File: config.mk
export PLATFORM = sky130hd
export DESIGN_NAME = ctrl_reg_readback_seq_flat
export DESIGN_NICKNAME = d
export VERILOG_FILES = /design/src/rtl/ctrl_reg_readback_seq_pkg.sv /design/src/rtl/ctrl_reg_readback_seq_if.sv /design/src/rtl/ctrl_reg_readback_seq_sync_bit.sv /design/src/rtl/ctrl_reg_readback_seq.sv /design/src/flat_wrapper.sv
export SDC_FILE = /design/constraint.sdc
export NUM_CORES = 1
export LEC_CHECK = 0
export CORE_MARGIN = 3
export CORE_UTILIZATION = 39
export CTS_CLUSTER_SIZE = 14
export DETAILED_ROUTE_END_ITERATION = 8
export SYNTH_ARGS = -nofsm -noshare
export SYNTH_HDL_FRONTEND = slang
export SYNTH_SLANG_ARGS = --single-unit
File: constraint.sdc
create_clock -name clk -period 3.6 [get_ports clk]
set_input_delay 0.36 -clock clk [delete_from_list [all_inputs] [get_ports clk]]
set_output_delay 0.36 -clock clk [all_outputs]
set_load 0.01 [all_outputs]
File: src/rtl/ctrl_reg_readback_seq_pkg.sv
// -----------------------------------------------------------------------------
// ctrl_reg_readback_seq_pkg
// Shared definitions for the register-window readback sequencers (control
// register file and DAQ RAM variants).
//   - default parameter values
//   - FSM state encoding (state_t)
//   - nb_f(): number of UART bytes per register word
// -----------------------------------------------------------------------------
package ctrl_reg_readback_seq_pkg;

   localparam int DEF_ADDR_WIDTH  = 6;
   localparam int DEF_N_CTRL_REGS = 64;
   localparam int DEF_DATA_WIDTH  = 16;
   localparam int DEF_BYTE_WIDTH  = 8;
   localparam int DEF_SYNC_STAGES = 2;

   typedef enum logic [2:0] {
      ST_IDLE    = 3'd0,
      ST_FETCH   = 3'd1,
      ST_LOAD    = 3'd2,
      ST_WAITLO  = 3'd3,
      ST_PRESENT = 3'd4,
      ST_DONE    = 3'd5
   } state_t;

   // Bytes per register word; DATA_WIDTH is an integer multiple of BYTE_WIDTH.
   function automatic int nb_f(input int data_w, input int byte_w);
      return data_w / byte_w;
   endfunction

endpackage

File: src/rtl/ctrl_reg_readback_seq_if.sv
// -----------------------------------------------------------------------------
// ctrl_reg_readback_seq_if
// Bundles the control, register-file read port and UART handshake signals of
// the readback sequencer.
//   master : the sequencer (drives rd_addr, tx_data, tx_data_ready, tx_complete,
//            tx_cnt, range_err)
//   slave  : the environment (drives tx_en, start_addr, end_addr, rd_data,
//            tx_data_loaded)
// -----------------------------------------------------------------------------
interface ctrl_reg_readback_seq_if
   import ctrl_reg_readback_seq_pkg::*;
#(
   parameter int ADDR_WIDTH = DEF_ADDR_WIDTH,
   parameter int DATA_WIDTH = DEF_DATA_WIDTH,
   parameter int BYTE_WIDTH = DEF_BYTE_WIDTH
);
   logic                  tx_en;
   logic [ADDR_WIDTH-1:0] start_addr;
   logic [ADDR_WIDTH-1:0] end_addr;
   logic [ADDR_WIDTH-1:0] rd_addr;
   logic [DATA_WIDTH-1:0] rd_data;
   logic [BYTE_WIDTH-1:0] tx_data;
   logic                  tx_data_ready;
   logic                  tx_data_loaded;
   logic                  tx_complete;
   logic [ADDR_WIDTH-1:0] tx_cnt;
   logic                  range_err;

   modport master (
      input  tx_en, start_addr, end_addr, rd_data, tx_data_loaded,
      output rd_addr, tx_data, tx_data_ready, tx_complete, tx_cnt, range_err
   );

   modport slave (
      output tx_en, start_addr, end_addr, rd_data, tx_data_loaded,
      input  rd_addr, tx_data, tx_data_ready, tx_complete, tx_cnt, range_err
   );
endinterface

File: src/rtl/ctrl_reg_readback_seq_sync_bit.sv
// -----------------------------------------------------------------------------
// sync_bit
// Single-bit synchroniser: STAGES flops with asynchronous active-low reset.
//   clk    in  destination clock
//   rst_n  in  asynchronous active-low reset (chain cleared to 0)
//   d_i    in  asynchronous input
//   q_o    out synchronised output (last flop of the chain)
// -----------------------------------------------------------------------------
module sync_bit
   import ctrl_reg_readback_seq_pkg::*;
#(
   parameter int STAGES = DEF_SYNC_STAGES
)(
   input  logic clk,
   input  logic rst_n,
   input  logic d_i,
   output logic q_o
);
   logic [STAGES-1:0] sync_q;

   // Flop chain; bit 0 is the metastability-catching stage.
   always_ff @(posedge clk or negedge rst_n) begin
      if (!rst_n) begin
         sync_q <= '0;
      end else begin
         sync_q <= {sync_q[STAGES-2:0], d_i};
      end
   end

   assign q_o = sync_q[STAGES-1];
endmodule

File: src/rtl/ctrl_reg_readback_seq.sv
// -----------------------------------------------------------------------------
// ctrl_reg_readback_seq
// Walks the inclusive register window [start_addr .. end_addr] (wrapping from
// N_CTRL_REGS-1 to 0), reads each register through a 1-cycle-latency port and
// sends it MSB byte first over a ready/loaded UART handshake.
//   clk    in  40 MHz clock
//   rst_n  in  asynchronous active-low reset
//   bus    master modport:
//          tx_en, start_addr, end_addr, rd_data, tx_data_loaded (in)
//          rd_addr, tx_data, tx_data_ready, tx_complete, tx_cnt, range_err (out)
// tx_data_loaded comes from the baud domain and is only used after the
// synchroniser (ld_s). All outputs are registered.
// -----------------------------------------------------------------------------
module ctrl_reg_readback_seq
   import ctrl_reg_readback_seq_pkg::*;
#(
   parameter int ADDR_WIDTH  = DEF_ADDR_WIDTH,
   parameter int N_CTRL_REGS = DEF_N_CTRL_REGS,
   parameter int DATA_WIDTH  = DEF_DATA_WIDTH,
   parameter int BYTE_WIDTH  = DEF_BYTE_WIDTH,
   parameter int SYNC_STAGES = DEF_SYNC_STAGES
)(
   input logic                     clk,
   input logic                     rst_n,
   ctrl_reg_readback_seq_if.master bus
);
   localparam int NB     = nb_f(DATA_WIDTH, BYTE_WIDTH);
   localparam int BIDX_W = (NB > 1) ? $clog2(NB) : 1;
   // One extra bit so N_CTRL_REGS == 2**ADDR_WIDTH is representable.
   localparam logic [ADDR_WIDTH:0]   N_EXT     = (ADDR_WIDTH + 1)'(N_CTRL_REGS);
   localparam logic [ADDR_WIDTH-1:0] LAST_ADDR = ADDR_WIDTH'(N_CTRL_REGS - 1);
   localparam logic [BIDX_W-1:0]     LAST_BIDX = BIDX_W'(NB - 1);

   state_t                state_q;
   logic [ADDR_WIDTH-1:0] rd_addr_q;
   logic [ADDR_WIDTH-1:0] end_q;
   logic [DATA_WIDTH-1:0] shreg_q;
   logic [BIDX_W-1:0]     byte_idx_q;
   logic [BYTE_WIDTH-1:0] tx_data_q;
   logic                  ready_q;
   logic                  complete_q;
   logic                  range_err_q;
   logic                  abort_q;

   logic                  ld_s;
   logic                  range_bad_s;
   logic                  abort_s;
   logic [ADDR_WIDTH-1:0] next_addr_s;

   sync_bit #(.STAGES(SYNC_STAGES)) u_ld_sync (
      .clk   (clk),
      .rst_n (rst_n),
      .d_i   (bus.tx_data_loaded),
      .q_o   (ld_s)
   );

   // Window bounds check, abort request and wrapping address increment.
   always_comb begin
      range_bad_s = 1'b0;
      abort_s     = 1'b0;
      next_addr_s = '0;
      if (({1'b0, bus.start_addr} >= N_EXT) || ({1'b0, bus.end_addr} >= N_EXT)) begin
         range_bad_s = 1'b1;
      end else begin
         range_bad_s = 1'b0;
      end
      // Once an abort is seen it stays committed even if tx_en comes back.
      abort_s = !bus.tx_en || abort_q;
      if (rd_addr_q == LAST_ADDR) begin
         next_addr_s = '0;
      end else begin
         next_addr_s = rd_addr_q + ADDR_WIDTH'(1);
      end
   end

   // Readback FSM with registered outputs.
   always_ff @(posedge clk or negedge rst_n) begin
      if (!rst_n) begin
         state_q     <= ST_IDLE;
         rd_addr_q   <= '0;
         end_q       <= '0;
         shreg_q     <= '0;
         byte_idx_q  <= '0;
         tx_data_q   <= '0;
         ready_q     <= 1'b0;
         complete_q  <= 1'b0;
         range_err_q <= 1'b0;
         abort_q     <= 1'b0;
      end else begin
         case (state_q)
            ST_IDLE: begin
               abort_q <= 1'b0;
               if (bus.tx_en) begin
                  end_q     <= bus.end_addr;
                  rd_addr_q <= bus.start_addr;
                  if (range_bad_s) begin
                     range_err_q <= 1'b1;
                     complete_q  <= 1'b1;
                     state_q     <= ST_DONE;
                  end else begin
                     state_q <= ST_FETCH;
                  end
               end
            end

            ST_FETCH, ST_LOAD, ST_WAITLO: begin
               if (abort_s) begin
                  // No handshake is open here; just let the UART drop loaded.
                  if (!ld_s) begin
                     rd_addr_q <= '0;
                     abort_q   <= 1'b0;
                     state_q   <= ST_IDLE;
                  end else begin
                     abort_q <= 1'b1;
                  end
               end else begin
                  case (state_q)
                     ST_FETCH: begin
                        state_q <= ST_LOAD;
                     end
                     ST_LOAD: begin
                        shreg_q    <= bus.rd_data;
                        byte_idx_q <= '0;
                        state_q    <= ST_WAITLO;
                     end
                     ST_WAITLO: begin
                        if (!ld_s) begin
                           tx_data_q <= shreg_q[DATA_WIDTH-1 -: BYTE_WIDTH];
                           ready_q   <= 1'b1;
                           state_q   <= ST_PRESENT;
                        end
                     end
                     default: begin
                        state_q <= ST_IDLE;
                     end
                  endcase
               end
            end

            ST_PRESENT: begin
               // An open handshake is always completed, abort or not.
               if (ld_s) begin
                  ready_q <= 1'b0;
                  shreg_q <= shreg_q << BYTE_WIDTH;
                  if (abort_s) begin
                     abort_q <= 1'b1;
                     state_q <= ST_WAITLO;
                  end else if (byte_idx_q != LAST_BIDX) begin
                     byte_idx_q <= byte_idx_q + BIDX_W'(1);
                     state_q    <= ST_WAITLO;
                  end else if (rd_addr_q == end_q) begin
                     complete_q <= 1'b1;
                     state_q    <= ST_DONE;
                  end else begin
                     rd_addr_q <= next_addr_s;
                     state_q   <= ST_FETCH;
                  end
               end
            end

            ST_DONE: begin
               // Re-arm only after tx_en has been seen low.
               if (!bus.tx_en) begin
                  complete_q  <= 1'b0;
                  range_err_q <= 1'b0;
                  rd_addr_q   <= '0;
                  state_q     <= ST_IDLE;
               end
            end

            default: begin
               state_q <= ST_IDLE;
            end
         endcase
      end
   end

   assign bus.rd_addr       = rd_addr_q;
   assign bus.tx_cnt        = rd_addr_q;
   assign bus.tx_data       = tx_data_q;
   assign bus.tx_data_ready = ready_q;
   assign bus.tx_complete   = complete_q;
   assign bus.range_err     = range_err_q;
endmodule

File: src/flat_wrapper.sv
// flat-port wrapper written by rule: the top's interface ports become plain ports
module ctrl_reg_readback_seq_flat import ctrl_reg_readback_seq_pkg::*;
#(
   parameter int ADDR_WIDTH  = DEF_ADDR_WIDTH,
   parameter int N_CTRL_REGS = DEF_N_CTRL_REGS,
   parameter int DATA_WIDTH  = DEF_DATA_WIDTH,
   parameter int BYTE_WIDTH  = DEF_BYTE_WIDTH,
   parameter int SYNC_STAGES = DEF_SYNC_STAGES
)
  (clk, rst_n, bus_tx_en, bus_start_addr, bus_end_addr, bus_rd_data, bus_tx_data_loaded, bus_rd_addr, bus_tx_data, bus_tx_data_ready, bus_tx_complete, bus_tx_cnt, bus_range_err);
  ctrl_reg_readback_seq_if #(.ADDR_WIDTH(ADDR_WIDTH), .DATA_WIDTH(DATA_WIDTH), .BYTE_WIDTH(BYTE_WIDTH)) bus_i ();
  input logic clk;
  input logic rst_n;
  input wire logic [$bits(bus_i.tx_en)-1:0] bus_tx_en;
  input wire logic [$bits(bus_i.start_addr)-1:0] bus_start_addr;
  input wire logic [$bits(bus_i.end_addr)-1:0] bus_end_addr;
  input wire logic [$bits(bus_i.rd_data)-1:0] bus_rd_data;
  input wire logic [$bits(bus_i.tx_data_loaded)-1:0] bus_tx_data_loaded;
  output wire logic [$bits(bus_i.rd_addr)-1:0] bus_rd_addr;
  output wire logic [$bits(bus_i.tx_data)-1:0] bus_tx_data;
  output wire logic [$bits(bus_i.tx_data_ready)-1:0] bus_tx_data_ready;
  output wire logic [$bits(bus_i.tx_complete)-1:0] bus_tx_complete;
  output wire logic [$bits(bus_i.tx_cnt)-1:0] bus_tx_cnt;
  output wire logic [$bits(bus_i.range_err)-1:0] bus_range_err;
  assign bus_i.tx_en = bus_tx_en;
  assign bus_i.start_addr = bus_start_addr;
  assign bus_i.end_addr = bus_end_addr;
  assign bus_i.rd_data = bus_rd_data;
  assign bus_i.tx_data_loaded = bus_tx_data_loaded;
  assign bus_rd_addr = bus_i.rd_addr;
  assign bus_tx_data = bus_i.tx_data;
  assign bus_tx_data_ready = bus_i.tx_data_ready;
  assign bus_tx_complete = bus_i.tx_complete;
  assign bus_tx_cnt = bus_i.tx_cnt;
  assign bus_range_err = bus_i.range_err;
  ctrl_reg_readback_seq #(.ADDR_WIDTH(ADDR_WIDTH), .N_CTRL_REGS(N_CTRL_REGS), .DATA_WIDTH(DATA_WIDTH), .BYTE_WIDTH(BYTE_WIDTH), .SYNC_STAGES(SYNC_STAGES)) u_core (.clk(clk), .rst_n(rst_n), .bus(bus_i));
endmodule
After elaboration in Yosys (flattened, before gate mapping) --
Index checks and enable logic that the tools add are counted.
Cells by class: add/subtract/negate cells 2, equal/unequal tests 22, muxes and demuxes 47, bitwise operators 2, reductions and logical operators 17
Operators with widths (count):
- two-way mux 6 bit | 9
- two-way mux 16 bit | 3
- case mux 16 bit (2 select lines) | 1
- two-way mux 3 bit | 9
- case mux 6 bit (4 select lines) | 1
- two-way mux 1 bit | 18
- AND reduction 5 bit | 3
- != test 2 bit (second input constant) | 7
- != test 2 x 1 -> 1 bit (second input constant) | 6
- case mux 3 bit (4 select lines) | 1
- AND reduction 4 bit | 3
- case mux 3 bit (3 select lines) | 1
- AND reduction 9 bit | 1
- adder 6 x 1 -> 6 bit (second input constant) | 1
- == test 3 x 2 -> 1 bit (second input constant) | 2
- == test 3 bit (second input constant) | 2
- == test 6 bit | 1
- == test 6 bit (second input constant) | 1
- != test 3 bit (second input constant) | 2
- case mux 1 bit (2 select lines) | 3
- AND reduction 6 bit | 1
- nonzero test 2 bit | 2
- nonzero test 4 bit | 1
- == test 3 x 1 -> 1 bit (second input constant) | 1
- 9 further kinds | 10
Storage, ports and cells: register bits 45, bits of input ports 32, output and inout bits 23

Depth between registers and ports, before layout --
Gate-level depths: netlist (run 1).
word-level depth 7, depth in mapped cells 7, depth with buffers taken out 6

By module --
Synthesis (run 1) repeated with hierarchy kept, for this count alone.
Second synthesis, totals: cells, all modules 238, area total of the unflattened synthesis 2259.7 um^2
Modules (own cells, without submodules):
- ctrl_reg_readback_seq | times used 1, cells each 236, area each 2209.6 um^2
- sync_bit | times used 1, cells each 2, area each 50.0 um^2

Worst setup path before layout (run 1) --
OpenSTA, ideal clock, no wires.
path type reg2reg, from register u_core.rd_addr_q[2], in the netlist u_core.bus.rd_addr[2], to register u_core.rd_addr_q[0], in the netlist u_core.bus.rd_addr[0], data arrival time 1.699 ns, data required time 3.475 ns, slack 1.776 ns, cell stages (with the launch flop) 8, buffers on the path 2, period minus slack after synthesis 1.824 ns, path through dfrtp_1 > buf_6 > xor2_1 > nor4_4 > a31oi_1 > and2_4 > buf_6 > mux2_4
Between the ends: longest elaborated chain between the ends 7
Ends and longest elaborated chain:
- start: declaration | RTL line ctrl_reg_readback_seq.sv:35 | logic [ADDR_WIDTH-1:0] rd_addr_q;
- start signal: assignment | RTL line ctrl_reg_readback_seq.sv:95 | rd_addr_q <= bus.start_addr;
- start signal: assignment | RTL line ctrl_reg_readback_seq.sv:155 | rd_addr_q <= next_addr_s;
- == test 6 bit | RTL line ctrl_reg_readback_seq.sv:69 | if (rd_addr_q == LAST_ADDR) begin
- two-way mux 6 bit | RTL line ctrl_reg_readback_seq.sv:69
- two-way mux 6 bit | RTL line ctrl_reg_readback_seq.sv:151 | end else if (rd_addr_q == end_q) begin
- two-way mux 6 bit | RTL line ctrl_reg_readback_seq.sv:148 | end else if (byte_idx_q != LAST_BIDX) begin
- two-way mux 6 bit | RTL line ctrl_reg_readback_seq.sv:145 | if (abort_s) begin
- two-way mux 6 bit | RTL line ctrl_reg_readback_seq.sv:142 | if (ld_s) begin
- case mux 6 bit (4 select lines) | RTL line ctrl_reg_readback_seq.sv:90 | case (state_q)
Several ways; a longest one is shown, not always the timed one. The select of a mux whose other input is x is not followed. A chain may end at the register's enable or synchronous reset.

Worst setup path after layout (run 1) --
from register u_core.state_q[0], to register u_core.state_q[2]
Between the ends: longest elaborated chain between the ends 4
Ends and longest elaborated chain:
- start: declaration | RTL line ctrl_reg_readback_seq.sv:34 | state_t state_q;
- start signal: assignment | RTL line ctrl_reg_readback_seq.sv:79 | state_q <= ST_IDLE;
- start signal: assignment | RTL line ctrl_reg_readback_seq.sv:99 | state_q <= ST_DONE;
- start signal: assignment | RTL line ctrl_reg_readback_seq.sv:101 | state_q <= ST_FETCH;
- == test 3 x 2 -> 1 bit or == test 3 x 1 -> 1 bit (tied branches) | RTL line ctrl_reg_readback_seq.sv:90, ctrl_reg_readback_seq.sv:117
- case mux 3 bit (3 select lines) or OR reduction 3 bit (tied branches) | RTL line ctrl_reg_readback_seq.sv:117, ctrl_reg_readback_seq.sv:90
- two-way mux 3 bit or != test 3 bit (tied branches)
- case mux 3 bit (4 select lines) or AND reduction 5 bit (tied branches)
Several ways; a longest one is shown, not always the timed one.

==> results of run 1 <==
==> kinds of logic after synthesis <==
kind of cell,count (synthesis),share of synthesized area [%]
DFF,45,46.3
xor gates and xnor gates,8,3.19
other,1,0.154
muxes,17,8.13
and+or+nand+nor,97,19.5
adders and majority gates,1,0.515
AOI/OAI and AO/OA,52,15.1
buffers and inverters,27,7.10
==> cell type report <==
type / count / area (um^2) / share of cell area, %
clock inverters: 3 / 68.8 / 2.27
repair buffers: 54 / 533 / 17.5
multi-input cells: 176 / 1130 / 37.3
flip-flops and latches: 45 / 1130 / 37.1
clock buffers: 5 / 68.8 / 2.27
inverters: 4 / 15.0 / 0.494
well taps: 75 / 93.8 / 3.09
==> routing by layer <==
layer	share of wire [%]	wire length, um	track usage (%)
met2	47	2510	23.6
met5	0	0	0
met3	4.7	253	4.56
met4	0.82	44	5.04
met1	47	2540	22.4
==> cells in the final DEF (no fill, tap or decap), types with 3 or more instances in the layout <==
cell	netlist	final
clkbuf_8	0	5
o2bb2ai_1	3	3
dfrtp_1	45	45
a21oi_1	7	7
clkdlybuf4s50_1	0	52
xor2_1	7	7
o21ai_0	6	6
nand2_1	45	45
nor3_1	3	3
a31oi_1	12	12
nand3_1	12	12
a22o_1	4	4
nor2_1	19	19
mux2_2	14	14
inv_1	4	4
==> sequential cells by signal, indices dropped and copies added, names as in the netlist <==
| signal | cells |
|---|---|
| u_core.bus.tx_complete | 1 |
| u_core.u_ld_sync.sync_q | 2 |
| u_core.abort_q | 1 |
| u_core.shreg_q | 16 |
| u_core.bus.tx_data | 8 |
| u_core.bus.tx_data_ready | 1 |
| u_core.bus.rd_addr | 6 |
| u_core.end_q | 6 |
| u_core.byte_idx_q | 1 |
| u_core.state_q | 3 |
==> stage by stage <==
stage / hold WS, ns / setup slack, ns
floorplan: 0.0644 / 1.78
global placement: 0.332 / 1.17
detailed placement: 0.335 / 1.13
CTS: 0.253 / 1.14
global route: 0.312 / 0.900
finish: 0.217 / 1.15
==> worst reg2reg max path, stage by stage, from the launching register on <==
cell and delay, ns:
dfrtp_1 0.80, nor2_1 0.23, nand2_1 0.64, nor2_1 0.17, a2bb2o_1 0.32, a22o_1 0.19
==> final timing paths <==
| check | slack (ns) | depth (start not counted) | startpoint | to |
|---|---|---|---|---|
| worst max-delay path | 1.15 | 5 | u_core.state_q[0] | u_core.state_q[2] |
| worst min-delay path | 0.22 | 1 | rst_n | u_core.shreg_q[2] |
| worst max register to register | 1.15 | 5 | u_core.state_q[0] | u_core.state_q[2] |
| worst min register to register | 0.35 | 0 | u_core.u_ld_sync.sync_q[0] | u_core.u_ld_sync.sync_q[1] |
| max in group asynchronous | 2.76 | 1 | rst_n | u_core.bus.tx_data[4] |
| min in group clk | 0.35 | 0 | u_core.u_ld_sync.sync_q[0] | u_core.u_ld_sync.sync_q[1] |
==> where the power goes <==
part,internal [mW],switching (mW),leakage (nW)
clock,0.280,0.187,0.0687
combinational,0.555,0.433,0.667
sequential,0.717,0.251,0.543
total,1.55,0.871,1.28
==> qor.yml, run 1 <==
power:
  irDropWorstVdd_uv: 368
  power_leakage_nw: 1.28
  powerDensity_nw_per_um2: 798
  finalPower_mw: 2.42
synth:
  ys.flop_type: "dfrtp_1"
  syn-cell-area_um2: 2430
  netlist_instances: 248
  ys_warn_count: 0
  synthTopCellsByArea: "dfrtp_1 (46%), nand2_1 (6.9%), mux2_2 (6.5%)"
  syn_nets: 281
  ys_types: 52
  syn_area_per_cell_um2: 9.80
  async_reset_ff_share_pct: 100
  yosysTopAreaCellShare_pct: 46.3
  ys_seq_area_share_pct: 46.3
  yosysTopAreaCell: "dfrtp_1"
  synth_edf_count: 0
  synth-seq-cells: 45
  synth_commonest_cells: "dfrtp_1 (45), nand2_1 (45), nor2_1 (19)"
worst_setup_path:
  crit_chain: "nor2_1, nand2_1, nor2_1, a2bb2o_1, a22o_1"
  required_ns: 3.80
  crit_family: "simple AND/OR/NAND/NOR gates"
  slowest_delay_ns: 0.80
  cp_num_buf_inv: 0
  critPathSlowestCell: "dfrtp_1"
  cp-start-kind: "flop"
  crit_type: "reg2reg"
  cp_max_fo: 22
  arrival_ns: 2.65
  cp-end-kind: "flop"
  critical_path.most_common_cell: "nor2_1"
global_routing:
  grt_max_degree: 46
  grt_use_total_pct: 15.9
  grt_pass1_vias: 1874
  grt_pass1_wl_mm: 9.14
  antenna_found_initial: 0
  gr-total-overflow: 0
sta:
  min_period_ns: 2.45
  relSlewSlack_pct: 33.2
  tightest_slew_ns: 1.00
  setup_violations: 0
  tns_ns: 0
  finClkSkew_ns: 0.0153
  rsz0062_at_grt: "no"
  fmax_ghz: 0.409
  period_share_pct: 68.0
  hold_violations: 0
  drv_slew: 0
detailed_routing:
  drt-initial-drc-count: 107
  viasPerCell: 5.24
  postRouteAntennaNets: 0
  wl_mm: 5.35
  remaining_drc_errors: 0
  dr.pass1.iters: 4
  avgRoutedWirePerCell_um: 14.8
  num_vias: 1897
floorplanning:
  rows: 28
  die_area_um2: 7220
  start_util_pct: 40.6
  io_pins: 55
  die_x_um: 85.0
  core_um2: 5990
  fp.dieH_um: 85.0
final_layout:
  drive_gt1_share_pct: 12.2
  finish.net_count: 319
  postLayoutCellArea_um2: 3040
  fill_cells: 567
  stdcell_count: 362
  final_core_util_pct: 50.7
  synthToLayoutAreaGrowth_pct: 25.0
  antenna_cells: 0
run:
  max-cap-violations: 0
cts:
  numCtsBuffers: 5
  clk_pin_slew_ns: 0.10
  cts_max_level: 2
  cts_tree: "yes"
  cts_hold_buf: 0
  clkLatencyLatePin_ns: 0.31
  clock-sinks: 45
  cts-resized-gates: 0
  clockBufferDepth: 2
  cts_setup_buffers: 0
  root_buffer: "clkbuf_8"
placed_design:
  io_buffers: 53
  dp.cells: 354
  hpwlAfterDp_mm: 3.75
  place_area_um2: 2900
  gp_congestion: 0.778
outcome:
  status: "finished clean"
min_path:
  hp-class: "in2async"
Power figures use the tool's default switching activity.
==> run 2, diff against run 1 <==
==> constraint.sdc (replaced) <==
create_clock -name clk -period 2.5 [get_ports clk]
set_input_delay 0.25 -clock clk [delete_from_list [all_inputs] [get_ports clk]]
set_output_delay 0.25 -clock clk [all_outputs]
set_load 0.01 [all_outputs]
==> run 2 against run 1 <==
Against the previous run:
- critical endpoint is now u_core.bus.rd_addr[1]
- critical path depth stayed put
- clock skew is 0.011 ns lower
- via count is 1.7% higher
- largest power group unchanged
- sequential power is 42% higher
- clock-buffer cell count is 1 higher
- setup slack worse by 0.64 ns
- clock power is 22% higher
- global-route usage is 0.22 points higher
- non-clock buffer count is 9 higher
- core utilization is 0.88 points higher
==> qor.yml, run 2 (synthesized netlist as in run 1, its figures left out) <==
outcome:
  status: "finished clean"
final_layout:
  multi_input_area_um2: 1130  # unchanged
  synthToLayoutAreaGrowth_pct: 27.1
  postLayoutCellArea_um2: 3090  # +1.7%
  fill_cells: 557  # -1.8%
  most-common-layout-cells: "clkdlybuf4s50_1 (52), nand2_1 (45), dfrtp_1 (45)"
  max_flop_register: "u_core.shreg_q"
  antenna_cells: 0  # unchanged
  drive_gt1_share_pct: 14.5  # +2.3 points
  seq_area_um2: 1130  # unchanged
  largest_register_ffs: 16  # unchanged
  final_common_cell: "clkdlybuf4s50_1"
  finish.net_count: 328  # +2.8%
cts:
  cts_tree: "yes"
  cts_hold_buf: 1  # +1
  root_buffer: "clkbuf_8"
  numCtsBuffers: 5  # unchanged
  clockBufferDepth: 2  # unchanged
  cts_max_level: 2  # unchanged
  clk_pin_slew_ns: 0.08  # -0.02 ns
  clkLatencyLatePin_ns: 0.29  # -0.02 ns
  cts-resized-gates: 0  # unchanged
  clock-sinks: 45  # unchanged
  cts_setup_buffers: 0  # unchanged
worst_setup_path:
  reg2regPathDepth: 5  # unchanged
  arrival_ns: 2.16  # -0.49 ns
  reg2reg_to: "u_core.bus.rd_addr[1]"
  cp-start-kind: "flop"
  crit_end: "u_core.bus.rd_addr[1]"
  cp_max_fo: 13  # -41%
  crit_type: "reg2reg"
  r2r_slack_ns: 0.52  # -0.64 ns
  cp-end-kind: "flop"
  required_ns: 2.68  # -1.12 ns
  reg2reg_from: "u_core.u_ld_sync.sync_q[1]"
  startpoint: "u_core.u_ld_sync.sync_q[1]"
detailed_routing:
  postRouteAntennaNets: 0  # unchanged
  drt-initial-drc-count: 72  # -33%
  wl_mm: 5.44  # +1.7%
  remaining_drc_errors: 0  # unchanged
  dr.pass1.iters: 4  # unchanged
  viasPerCell: 5.20  # -0.78%
  avgRoutedWirePerCell_um: 14.7  # -0.75%
  num_vias: 1929  # +1.7%
sta:
  tns_ns: 0  # unchanged
  hold_violations: 0  # unchanged
  drv_slew: 0  # unchanged
  rsz0062_at_grt: "no"
  period_share_pct: 79.3  # +11 points
  finClkSkew_ns: 0.00448  # -0.0108 ns
  tightest_slew_ns: 0.508  # -0.493 ns
  fmax_ghz: 0.504  # +23%
  relSlewSlack_pct: 66.1  # +33 points
  setup_violations: 0  # unchanged
  min_period_ns: 1.98  # -0.463 ns
  setup_ws_ns: 0.516  # -0.637 ns
power:
  irDropWorstVdd_uv: 533  # +45%
  p_sw_mw: 1.26  # +44%
  powerDensity_nw_per_um2: 1120  # +40%
  p_int_mw: 2.19  # +41%
  pwr-share-clk_pct: 16.5  # -2.7 points
  combPwrFrac_pct: 43.9  # +3.1 points
  power_leakage_nw: 1.31  # +2.5%
  p_seq_share_pct: 39.6  # -0.4 points
  switching_share_pct: 36.5  # +0.53 points
placed_design:
  place_area_um2: 2960  # +2.1%
  pre_cts_ws_ns: 0.376  # -0.752 ns
  hpwlAfterDp_mm: 4.08  # +8.7%
  io_buffers: 53  # unchanged
  gp_congestion: 0.859  # +10%
floorplanning:
  rows: 28  # unchanged
  start_util_pct: 40.6  # unchanged
  fp.dieH_um: 85.0  # unchanged
  io_pins: 55  # unchanged
  die_x_um: 85.0  # unchanged
  core_um2: 5990  # unchanged
  die_area_um2: 7220  # unchanged
run:
  max-cap-violations: 0  # unchanged
global_routing:
  gr-total-overflow: 0  # unchanged
  grt_use_total_pct: 16.1  # +0.22 points
  antenna_found_initial: 0  # unchanged
  grt_max_degree: 26  # -43%
  grt_pass1_vias: 1937  # +3.4%
  grt_pass1_wl_mm: 9.34  # +2.3%
min_path:
  hp-class: "reg2reg"
-- run 2: cell count changes in the layout (fill, tap and decap cells not counted) --
cell | previous run | this run
inv_6 | 1 | 0
dlygate4sd3_1 | 0 | 1
buf_4 | 1 | 9
bufinv_16 | 2 | 1
clkbuf_8 | 5 | 6
clkinvlp_4 | 0 | 1
-- run 2: metal layers --
layer  up-vias  GRT usage, %  part of all wire (%)
li1        954             -                     -
met1       927          24.0                    50
met2        44          23.9                    45
met3         4          3.01                   3.7
met4         0          4.60                  0.85
met5         -             0                     0
-- run 2: layout make-up --
type                       instances  share of cell area (%)
timing repair buffer              63                    19.5
clock inverter                     2                    1.21
multi-input combinational        176                    36.6
clock buffer                       6                    2.67
inverter                           4                   0.486
tap                               75                    3.04
sequential                        45                    36.4
-- run 2: worst min path at each step --
| stage | start | to | slack, ns | cells after the start |
|---|---|---|---|---|
| floorplan | rst_n | u_core.abort_q | -0.05 | 0 |
| global placement | rst_n | u_core.end_q[5] | 0.24 | 1 |
| detailed placement | rst_n | u_core.end_q[5] | 0.25 | 1 |
| CTS | u_core.u_ld_sync.sync_q[0] | u_core.u_ld_sync.sync_q[1] | 0.36 | 0 |
| global route | u_core.u_ld_sync.sync_q[0] | u_core.u_ld_sync.sync_q[1] | 0.36 | 0 |
| finish | u_core.u_ld_sync.sync_q[0] | u_core.u_ld_sync.sync_q[1] | 0.35 | 0 |
-- run 2: power by group through the flow --
stage                     Sequential (mW)  Clock (mW)  Combinational (mW)
after floorplan                      1.29           0                1.11
after global placement               1.37           0                1.50
after detailed placement             1.38           0                1.52
after CTS                            1.37       0.585                1.53
after global routing                 1.43       0.618                1.67
final                                1.37       0.569                1.51
-- run 2: through the flow --
step	power [mW]	hold WS (ns)	cells	utilization, %
after floorplan	2.40	-0.0456	248	-
after global placement	2.88	0.238	362	49.4
after detailed placement	2.90	0.249	362	49.4
after CTS	3.48	0.355	371	51.6
after global routing	3.72	0.359	371	51.6
final	3.45	0.353	371	51.6
-- run 2: critical path, stage by stage (launching register included) --
cell and delay (ns):
dfrtp_1 0.58, and2b_1 0.25, nor4b_1 0.34, or3_4 0.22, and2_4 0.18, mux2_4 0.30
==> run 3, diff against run 2 <==
==> constraint.sdc (replaced) <==
create_clock -name clk -period 2 [get_ports clk]
set_input_delay 0.2 -clock clk [delete_from_list [all_inputs] [get_ports clk]]
set_output_delay 0.2 -clock clk [all_outputs]
set_load 0.01 [all_outputs]
==> run 3 against run 2 <==
Against the previous run:
- global-route usage is 0.53 points higher
- flip-flop and latch count unchanged
- clock power barely moved
- total power increased by 26%
- die area unchanged
- register-to-register slack worse by 0.33 ns
- wire length grew 3.7%
- sequential share of layout area decreased by 1.2 points
- core utilization up 1.8 points
- largest cell class unchanged
==> qor.yml, run 3 (synthesized netlist as in run 1, its figures left out) <==
outcome:
  status: "finished clean"
global_routing:
  grt_pass1_vias: 2005  # +3.5%
  antenna_found_initial: 0  # unchanged
  gr-total-overflow: 0  # unchanged
  grt_use_total_pct: 16.6  # +0.53 points
  grt_max_degree: 46  # +77%
  grt_pass1_wl_mm: 9.64  # +3.2%
final_layout:
  largest_register_ffs: 16  # unchanged
  most-common-layout-cells: "clkdlybuf4s50_1 (52), nand2_1 (45), dfrtp_1 (45)"
  antenna_cells: 0  # unchanged
  synthToLayoutAreaGrowth_pct: 31.4
  final_common_cell: "clkdlybuf4s50_1"
  finish.net_count: 343  # +4.6%
  fill_cells: 573  # +2.9%
  drive_gt1_share_pct: 18.3  # +3.8 points
  max_flop_register: "u_core.shreg_q"
detailed_routing:
  viasPerCell: 5.16  # -0.70%
  postRouteAntennaNets: 0  # unchanged
  num_vias: 1993  # +3.3%
  routed-wl-met3_um: 294  # +46%
  drt-initial-drc-count: 94  # +31%
  dr_wl_met2_mm: 2.65  # +7.4%
  dr.pass1.iters: 5  # +1
  dr.max_layer_used: "met4"
  remaining_drc_errors: 0  # unchanged
  avgRoutedWirePerCell_um: 14.6  # -0.28%
  wl_mm: 5.65  # +3.7%
  wl_met1_mm: 2.64  # -3.2%
power:
  power_leakage_nw: 1.37  # +4.8%
  powerDensity_nw_per_um2: 1350  # +21%
  finalPower_mw: 4.33  # +26%
  irDropWorstVdd_uv: 586  # +10%
cts:
  numCtsBuffers: 5  # unchanged
  clk_pin_slew_ns: 0.09  # about the same
  clkLatencyLatePin_ns: 0.30  # about the same
  clockBufferDepth: 2  # unchanged
  cts-resized-gates: 0  # unchanged
  cts_max_level: 2  # unchanged
  clock-sinks: 45  # unchanged
  root_buffer: "clkbuf_8"
  cts_tree: "yes"
worst_setup_path:
  crit_end: "u_core.bus.rd_addr[0]"
  startpoint: "u_core.u_ld_sync.sync_q[1]"
  crit_type: "reg2reg"
  crit_family: "simple AND/OR/NAND/NOR gates"
  crit_cells: 5  # unchanged
  cp-start-kind: "flop"
  slowest_delay_ns: 0.46  # -0.12 ns
  cp_max_fo: 7  # -6
  reg2reg_to: "u_core.bus.rd_addr[0]"
  critPathSlowestCell: "dfrtp_1"
  reg2reg_from: "u_core.u_ld_sync.sync_q[1]"
  arrival_ns: 2.00  # -0.16 ns
  cp-end-kind: "flop"
  required_ns: 2.19  # -0.49 ns
  cp_num_buf_inv: 0  # unchanged
  r2r_slack_ns: 0.19  # -0.33 ns
  crit_chain: "and2b_1, nor4b_1, or3_4, and2_4, mux2_4"
  reg2regPathDepth: 5  # unchanged
floorplanning:
  rows: 28  # unchanged
  core_um2: 5990  # unchanged
  start_util_pct: 40.6  # unchanged
  die_x_um: 85.0  # unchanged
  io_pins: 55  # unchanged
  fp.dieH_um: 85.0  # unchanged
  die_area_um2: 7220  # unchanged
sta:
  drv_slew: 0  # unchanged
  fmax_ghz: 0.551  # +9.3%
  setup_violations: 0  # unchanged
  rsz0062_at_grt: "no"
  min_period_ns: 1.81  # -0.169 ns
  hold_violations: 0  # unchanged
  finClkSkew_ns: 0.00502  # +0.000539 ns
  period_share_pct: 90.7  # +11 points
  setup_ws_ns: 0.185  # -0.331 ns
min_path:
  hp-class: "in2reg"
placed_design:
  io_buffers: 53  # unchanged
  gp_congestion: 0.818  # -4.8%
  pre_cts_ws_ns: -0.0733  # -0.450 ns
  hpwlAfterDp_mm: 4.18  # +2.4%
run:
  max-cap-violations: 0  # unchanged
[run 3: cell count changes in the layout (fill, tap and decap cells not counted), sizes merged]
cell | previous run | this run
clkinvlp | 1 | 2
bufinv | 1 | 0
buf | 10 | 25
[run 3: how the worst min path moves through the flow]
stage / slack [ns] / endpoint / cells after the start / startpoint
after floorplan: -0.1 / u_core.abort_q / 0 / rst_n
after global placement: 0.20 / u_core.bus.rd_addr[3] / 2 / rst_n
after detailed placement: 0.21 / u_core.bus.rd_addr[3] / 2 / rst_n
after CTS: 0.32 / u_core.u_ld_sync.sync_q[0] / 1 / bus_tx_data_loaded
after global routing: 0.31 / u_core.u_ld_sync.sync_q[0] / 1 / bus_tx_data_loaded
final: 0.34 / u_core.u_ld_sync.sync_q[0] / 1 / bus_tx_data_loaded
[run 3: report_power, final]
part | switching, mW | internal [mW]
logic | 0.945 | 1.18
clock network | 0.319 | 0.246
registers | 0.347 | 1.29
total | 1.61 | 2.72
[run 3: metal layers]
metal	global-route usage, %	up-vias
met4	5.32	0
met3	3.98	6
li1	-	988
met2	25.8	49
met1	23.1	950
met5	0	-
[run 3: layout make-up]
class / instances / area (um^2) / share of cell area, %
timing repair buffer: 78 / 741 / 23.2
sequential: 45 / 1130 / 35.2
clock inverter: 2 / 15.0 / 0.470
inverter: 4 / 15.0 / 0.470
clock buffer: 6 / 72.6 / 2.27
tap: 75 / 93.8 / 2.94
multi-input combinational: 176 / 1130 / 35.4
[run 3: per-stage QoR]
| stage | instances | TNS [ns] | util (%) | hold slack [ns] | cell area, um^2 |
|---|---|---|---|---|---|
| finish | 386 | 0 | 53.3 | 0.337 | 3200 |
| global route | 386 | 0 | 53.3 | 0.314 | 3200 |
| CTS | 386 | 0 | 53.3 | 0.323 | 3200 |
| detailed placement | 377 | -0.561 | 51.7 | 0.205 | 3100 |
| global placement | 377 | -0.453 | 51.7 | 0.203 | 3100 |
| floorplan | 248 | 0 | - | -0.0956 | 2430 |
[run 3: timing repair]
item                                   4_1_cts  5_1_grt
setup buffers                                0        0
endpoints found under the hold margin       45        0
hold buffers                                 1        0
